[config.mk]
export PLATFORM = sky130hd
export DESIGN_NAME = hazard_controller
export DESIGN_NICKNAME = d
export VERILOG_FILES = /design/src/rtl/pipeline_pkg.sv /design/src/rtl/hazard_fwd_unit.sv /design/src/rtl/hazard_controller.sv
export SDC_FILE = /design/constraint.sdc
export NUM_CORES = 1
export LEC_CHECK = 0
export CORE_UTILIZATION = 34
export DETAILED_ROUTE_END_ITERATION = 16
export GPL_ROUTABILITY_DRIVEN = 1
export HOLD_SLACK_MARGIN = 0.03
export PLACE_DENSITY = 0.93
export SYNTH_ARGS = -nofsm -noshare
export SYNTH_HDL_FRONTEND = slang
export SYNTH_SLANG_ARGS = --single-unit
export TNS_END_PERCENT = 1
[constraint.sdc]
create_clock -name clk -period 3.2 [get_ports clk]
set_clock_uncertainty 0.05 [all_clocks]
set_input_delay 0.32 -clock clk [delete_from_list [all_inputs] [get_ports clk]]
set_output_delay 0.32 -clock clk [all_outputs]
set_load 0.01 [all_outputs]
[src/rtl/pipeline_pkg.sv]
// Shared pipeline definitions: forwarding selects, hazard FSM states and
// the register/result-source constants used by the hazard logic.
package pipeline_pkg;

   typedef enum logic [1:0] {
      FWD_RD = 2'b00,
      FWD_W  = 2'b01,
      FWD_M  = 2'b10
   } fwd_sel_t;

   typedef enum logic {
      IDLE = 1'b0,
      BUSY = 1'b1
   } hz_state_t;

   localparam logic [1:0] RESULT_SRC_LOAD = 2'b01;
   localparam logic [4:0] REG_ZERO        = 5'd0;

   // True when a writer register is a real (non-x0) register equal to the reader
   function automatic logic reg_match(input logic [4:0] i_rd, input logic [4:0] i_rs);
      return (i_rd != REG_ZERO) && (i_rd == i_rs);
   endfunction

endpackage

[src/rtl/hazard_fwd_unit.sv]
// Operand forwarding select for one Execute source operand.
// Memory-stage result has priority over Writeback; x0 is never forwarded.
module hazard_fwd_unit
   import pipeline_pkg::*;
(
   input  logic [4:0] i_rs,
   input  logic [4:0] i_rd_m,
   input  logic [4:0] i_rd_w,
   input  logic       i_regwrite_m,
   input  logic       i_regwrite_w,
   output logic [1:0] o_fwd
);

   // Priority compare: M, then W, else register file
   always_comb begin
      o_fwd = FWD_RD;
      if (i_regwrite_m && reg_match(i_rd_m, i_rs))
         o_fwd = FWD_M;
      else if (i_regwrite_w && reg_match(i_rd_w, i_rs))
         o_fwd = FWD_W;
   end

endmodule

[src/rtl/hazard_controller.sv]
// Pipeline hazard controller: operand forwarding, load-use stall, branch
// flush and multi-cycle Execute sequencing.
// Optional build macro: HAZARD_PERF_EN enables saturating stall/flush
// performance counters; without it StallCount/FlushCount are tied to 0.
module hazard_controller
   import pipeline_pkg::*;
#(
   parameter int unsigned MULTI_LAT = 4
)(
   input  logic        clk,
   input  logic        reset,
   input  logic [4:0]  Rs1D,
   input  logic [4:0]  Rs2D,
   input  logic [4:0]  Rs1E,
   input  logic [4:0]  Rs2E,
   input  logic [4:0]  RdE,
   input  logic [4:0]  RdM,
   input  logic [4:0]  RdW,
   input  logic        RegWriteM,
   input  logic        RegWriteW,
   input  logic [1:0]  ResultSrcE,
   input  logic        PCSrcE,
   input  logic        MultiStartE,
   output logic [1:0]  ForwardAE,
   output logic [1:0]  ForwardBE,
   output logic        StallF,
   output logic        StallD,
   output logic        StallE,
   output logic        FlushD,
   output logic        FlushE,
   output logic        FlushM,
   output logic        MultiDoneE,
   output logic [15:0] StallCount,
   output logic [15:0] FlushCount
);

   localparam logic [3:0] LOAD_CNT = 4'(MULTI_LAT - 2);

   hz_state_t  r_state;
   logic [3:0] r_cnt;
   logic       w_load_use;
   logic       w_multi_start;

   hazard_fwd_unit u_fwd_a (
      .i_rs         (Rs1E),
      .i_rd_m       (RdM),
      .i_rd_w       (RdW),
      .i_regwrite_m (RegWriteM),
      .i_regwrite_w (RegWriteW),
      .o_fwd        (ForwardAE)
   );

   hazard_fwd_unit u_fwd_b (
      .i_rs         (Rs2E),
      .i_rd_m       (RdM),
      .i_rd_w       (RdW),
      .i_regwrite_m (RegWriteM),
      .i_regwrite_w (RegWriteW),
      .o_fwd        (ForwardBE)
   );

   assign w_load_use = (ResultSrcE == RESULT_SRC_LOAD) &&
                       (reg_match(RdE, Rs1D) || reg_match(RdE, Rs2D));

   // A taken branch in the same cycle kills the multi-cycle op, so it never starts
   assign w_multi_start = MultiStartE && !PCSrcE;

   // Multi-cycle sequencer: the start cycle is spent in IDLE and counts as
   // occupancy cycle 1, so BUSY lasts MULTI_LAT-1 cycles (cnt from MULTI_LAT-2 to 0)
   always_ff @(posedge clk or negedge reset) begin
      if (!reset) begin
         r_state <= IDLE;
         r_cnt   <= '0;
      end else begin
         case (r_state)
            IDLE: begin
               if (w_multi_start) begin
                  r_state <= BUSY;
                  r_cnt   <= LOAD_CNT;
               end
            end
            BUSY: begin
               if (r_cnt == '0)
                  r_state <= IDLE;
               else
                  r_cnt <= r_cnt - 4'd1;
            end
            default: begin
               r_state <= IDLE;
               r_cnt   <= '0;
            end
         endcase
      end
   end

   // Stall/flush decode from current state and inputs; all quiet during reset.
   // The start cycle already holds E so total occupancy is exactly MULTI_LAT.
   always_comb begin
      StallF     = 1'b0;
      StallD     = 1'b0;
      StallE     = 1'b0;
      FlushD     = 1'b0;
      FlushE     = 1'b0;
      FlushM     = 1'b0;
      MultiDoneE = 1'b0;
      if (reset) begin
         case (r_state)
            IDLE: begin
               if (PCSrcE) begin
                  FlushD = 1'b1;
                  FlushE = 1'b1;
               end else if (MultiStartE) begin
                  StallF = 1'b1;
                  StallD = 1'b1;
                  StallE = 1'b1;
                  FlushM = 1'b1;
               end else if (w_load_use) begin
                  StallF = 1'b1;
                  StallD = 1'b1;
                  FlushE = 1'b1;
               end
            end
            BUSY: begin
               if (r_cnt == '0) begin
                  MultiDoneE = 1'b1;
               end else begin
                  StallF = 1'b1;
                  StallD = 1'b1;
                  StallE = 1'b1;
                  FlushM = 1'b1;
               end
            end
            default: ;
         endcase
      end
   end

`ifdef HAZARD_PERF_EN
   logic [15:0] r_stall_cnt;
   logic [15:0] r_flush_cnt;

   // Saturating performance counters
   always_ff @(posedge clk or negedge reset) begin
      if (!reset) begin
         r_stall_cnt <= '0;
         r_flush_cnt <= '0;
      end else begin
         if (StallF && (r_stall_cnt != '1))
            r_stall_cnt <= r_stall_cnt + 16'd1;
         if ((FlushD || FlushE || FlushM) && (r_flush_cnt != '1))
            r_flush_cnt <= r_flush_cnt + 16'd1;
      end
   end

   assign StallCount = r_stall_cnt;
   assign FlushCount = r_flush_cnt;
`else
   assign StallCount = '0;
   assign FlushCount = '0;
`endif

endmodule

==> summary by stage <==
CTS
The maximum buffer depth of the clock tree is 2. TritonCTS built the clock tree. Buffers added to address setup during post-CTS repair amount to 0.

Post-CTS repair changed the size of 0 cells. The latest clock arrival within the worst-skew pair is 0.25 ns. The CTS clock-pin slew for the worst setup and hold paths is 0.05 ns. In this run, CTS created clock tree buffers numbering 3. The total clock sinks is 5. The number of hold buffers added after CTS is 0. The depth of the CTS H-tree is 1. In this run the clock root is driven by a sky130_fd_sc_hd__clkbuf_4.

Worst hold path
The path type of the worst min-delay path is in2async.

Worst setup path
For the worst setup path, the data required time is 2.83 ns. The worst setup path is launched from an input pin. On the worst path, the slowest cell contributes a delay of 0.59 ns. Among all stages on the critical path, the largest delay is contributed by sky130_fd_sc_hd__clkdlybuf4s50_1.

In this design, the critical path's most frequently occurring cell is sky130_fd_sc_hd__clkdlybuf4s50_1. For the worst setup path, the data arrival time is 2.48 ns. Together, buffers and inverters on the worst path number 2. The critical path is of the in2out type. STA classifies the critical path endpoint as an output pin. Traced cell by cell, the critical path runs through clkdlybuf4s50_1 > or4_4 > o21ai_2 > nor4_1 > nor4_2 > clkdlybuf4s50_1. Of all nets on the critical path, the largest fanout is 3. The kind of cell adding the most delay to the critical path is buffers and inverters.

Timing
In the final timing run, aggregate negative setup slack is 0 ns. In this run the tightest slew margin relative to its limit is 63.6%. The number of pins exceeding their max-slew limit in the final report is 0. The portion of the clock cycle consumed by the worst path in the final layout is 89.1%. Setup violations remaining at the end of the flow were counted as 0. The hold violation count in the final report came to 0. The worst path needs 2.85 ns of the cycle, external delays included. Setup repair after global routing left no endpoint under its margin.

For the pin with the worst max-slew slack, the measured transition is 0.541 ns. The maximum clock rate is 351 MHz.

Logic synthesis
By area the synthesized netlist is led by sky130_fd_sc_hd__buf_4 (26%), sky130_fd_sc_hd__xor2_1 (21%), sky130_fd_sc_hd__dfrtp_1 (13%). The fraction of synthesized area in multiplexers is 0%. sky130_fd_sc_hd__buf_4 takes more of the synthesized area than any other cell. The count of cell types in the netlist is 31.

The synthesized area per cell is 7.96 µm². During synthesis, Yosys emitted a total of 0 warnings. After synthesis, the largest family of logic cells by area is buffers and inverters. The area fraction in compound gates after synthesis is 8.24%. The synthesized netlist devotes 20.5% of its cell area to simple gates. The mapped netlist covers 987 µm². The synthesized design contains 5 register bits. The sequential share of the synthesized area is 12.7%. The xor and xnor fraction of the mapped netlist area is 27.5%. The cell count after synthesis came out at 124.

The area share of the largest cell type after synthesis is 25.9%. Summing the areas of all fa, ha and maj instances in the mapped netlist gives 2.53% of the synthesized area.

Final layout
The post-route cell area is 0.00144 mm². The number of nets at the end of the flow is 222. 0 antenna diodes ended up in the layout. In the final layout, the share of cells above drive strength 1 is 3.98%. The end-of-flow core utilization is 52.1%. After filler insertion, the fill cell instance count of the layout stands at 271. The growth of design area from synthesis to finish is 45.5%.

Global routing
The first global-routing pass estimated 3760 µm of wire. The total overflow left after global routing is 0. The number of global-route vias before repair is 837.

Across every metal layer, demand over resource in global routing totals 15.4%. The number of antenna violations at the first check in global routing is 0. The largest net degree at the start of global routing is 12.

Drt
The number of violations reported at the end of detailed-routing iteration 0 is 28. The remaining number of nets flagged by the antenna check after routing is 0. Dividing the detail-routed via count by the number of cells gives 4.41.

The residual DRC count is 0. Dividing the detail-routed wire length by the instance count gives 11.5 µm. The number of iterations in the first detailed-routing pass is 4. Detailed routing inserted a total of 912 vias.

For this block, the routed nets add up to 2370 µm of wire.

Place
The area after detailed placement is 0.00141 mm². The number of buffers inserted by port buffering is 53. The final RePlAce weighted congestion is 0.769. The detailed placement HPWL is 2150 µm.

Die
For this design the top-level I/O count stands at 86. The chip height is 55.9 µm. The initial utilization of the core area, before any placement, comes to 35.8%. After floorplanning, the core was sized to cover 0.00276 mm². The floorplan has 19 rows. The horizontal die dimension is 55.9 µm. The die covers 0.00312 mm².

Power and ir drop
The cell leakage power is 0.000612 µW. The worst ir drop on vdd is 0.355 mV. In this run the power density over the cells is 358 mW/mm².

Outcome
The flow ran to the end, and the final reports show no timing, DRC or antenna violations.

Job
The tool flagged a number of max-cap violations equal to 0.
[worst register-to-register path, stage by stage, from the launching register on]
cell and delay (ns):
sky130_fd_sc_hd__dfrtp_1 0.37, sky130_fd_sc_hd__inv_1 0.12, sky130_fd_sc_hd__ha_1 0.16, sky130_fd_sc_hd__nand4bb_1 0.29
sky130_fd_sc_hd__o21a_1 0.25, sky130_fd_sc_hd__nor2_1 0.09, sky130_fd_sc_hd__a31oi_1 0.05
[path summary, 6_finish.rpt]
| kind | slack [ns] | start | cells past startpoint | to |
|---|---|---|---|---|
| hold reg to reg | 0.47 | r_cnt[2] | 1 | r_cnt[2] |
| max in group asynchronous | 2.55 | reset | 1 | r_state |
| hold / removal | 0.29 | reset | 1 | r_cnt[3] |
| setup / recovery | 0.35 | RdM[0] | 6 | ForwardBE[0] |
| setup reg to reg | 1.69 | r_cnt[0] | 6 | r_cnt[1] |
| min in group clk | 0.47 | r_cnt[2] | 1 | r_cnt[2] |
[cell type report]
| type | count | area (µm²) | area share, % |
|---|---|---|---|
| repair buffers | 53 | 531 | 36.9 |
| flip-flops and latches | 5 | 125 | 8.71 |
| well taps | 31 | 38.8 | 2.70 |
| clock buffers | 4 | 26.3 | 1.83 |
| inverters | 4 | 15.0 | 1.05 |
| multi-input cells | 110 | 701 | 48.8 |
[registers in the layout, summed over array words and instances, names as in the netlist]
signal / count
r_cnt: 4
r_state: 1
[cell usage after synthesis]
master                       n
sky130_fd_sc_hd__o41ai_1     1
sky130_fd_sc_hd__o21bai_1    1
sky130_fd_sc_hd__nand2_1     4
sky130_fd_sc_hd__or4_4       1
sky130_fd_sc_hd__nor4_1      2
sky130_fd_sc_hd__nand3b_1    1
sky130_fd_sc_hd__nor4_2      2
sky130_fd_sc_hd__nand4b_1    1
sky130_fd_sc_hd__clkbuf_1    2
sky130_fd_sc_hd__o21ai_2     1
sky130_fd_sc_hd__inv_1       4
sky130_fd_sc_hd__o21ai_0     3
sky130_fd_sc_hd__nor2_1      6
sky130_fd_sc_hd__xor2_1     24
sky130_fd_sc_hd__ha_1        2
sky130_fd_sc_hd__nor3b_1     2
sky130_fd_sc_hd__a31oi_1     1
sky130_fd_sc_hd__nor3_1      5
sky130_fd_sc_hd__a22oi_1     1
sky130_fd_sc_hd__nand3_1     4
sky130_fd_sc_hd__a21boi_0    1
sky130_fd_sc_hd__dfrtp_1     5
sky130_fd_sc_hd__o21ai_1     1
sky130_fd_sc_hd__buf_4      34
sky130_fd_sc_hd__xnor2_1     7
sky130_fd_sc_hd__nor2b_1     1
sky130_fd_sc_hd__a21o_1      1
sky130_fd_sc_hd__conb_1      1
sky130_fd_sc_hd__o21a_1      1
sky130_fd_sc_hd__nand4bb_1   1
sky130_fd_sc_hd__or4_1       3
[metal layers]
layer  wire [µm]  global-route usage [%]
met4          51                    5.92
met3         113                    3.72
met1         898                    17.0
met5           0                       0
met2        1310                    28.2
[report_power, final]
part           internal (µW)  switching (µW)
clock                   47.3            28.0
combinational            166             144
sequential              94.4            33.7
total                    308             206
[logic make-up after synthesis]
logic type | after synthesis
AOI/OAI and AO/OA | 12
xor gates and xnor gates | 31
adders and majority gates | 2
buffers and inverters | 40
DFF | 5
other | 1
and+or+nand+nor | 33
[cells in the final DEF (no fill, tap or decap)]
cell type	count
sky130_fd_sc_hd__nor4_1	2
sky130_fd_sc_hd__clkbuf_4	3
sky130_fd_sc_hd__nor4_2	2
sky130_fd_sc_hd__nand3b_1	1
sky130_fd_sc_hd__inv_1	4
sky130_fd_sc_hd__nor2_1	6
sky130_fd_sc_hd__o21ai_2	1
sky130_fd_sc_hd__nand2_1	4
sky130_fd_sc_hd__o21bai_1	1
sky130_fd_sc_hd__nor3b_1	2
sky130_fd_sc_hd__xor2_1	24
sky130_fd_sc_hd__or4_1	3
sky130_fd_sc_hd__nor2b_1	1
sky130_fd_sc_hd__a31oi_1	1
sky130_fd_sc_hd__a22oi_1	1
sky130_fd_sc_hd__nand4bb_1	1
sky130_fd_sc_hd__o21a_1	1
sky130_fd_sc_hd__nand3_1	4
sky130_fd_sc_hd__a21o_1	1
sky130_fd_sc_hd__ha_1	2
sky130_fd_sc_hd__o21ai_1	1
sky130_fd_sc_hd__conb_1	32
sky130_fd_sc_hd__dfrtp_1	5
sky130_fd_sc_hd__clkdlybuf4s50_1	53
sky130_fd_sc_hd__clkbuf_1	1
sky130_fd_sc_hd__nand4b_1	1
sky130_fd_sc_hd__or4_4	1
sky130_fd_sc_hd__nor3_1	5
sky130_fd_sc_hd__o41ai_1	1
sky130_fd_sc_hd__a21boi_0	1
sky130_fd_sc_hd__o21ai_0	3
sky130_fd_sc_hd__xnor2_1	7
[stage by stage]
step           setup WS, ns  power (µW)  std cells  hold WS (ns)
2_1_floorplan          1.14         340        155       -0.0256
3_3_place_gp          0.399         427        203         0.450
3_5_place_dp          0.349         441        203         0.465
4_1_cts               0.341         519        207         0.280
5_1_grt               0.232         558        207         0.319
6_report              0.347         514        207         0.289
(Power assumes the default switching activity.)
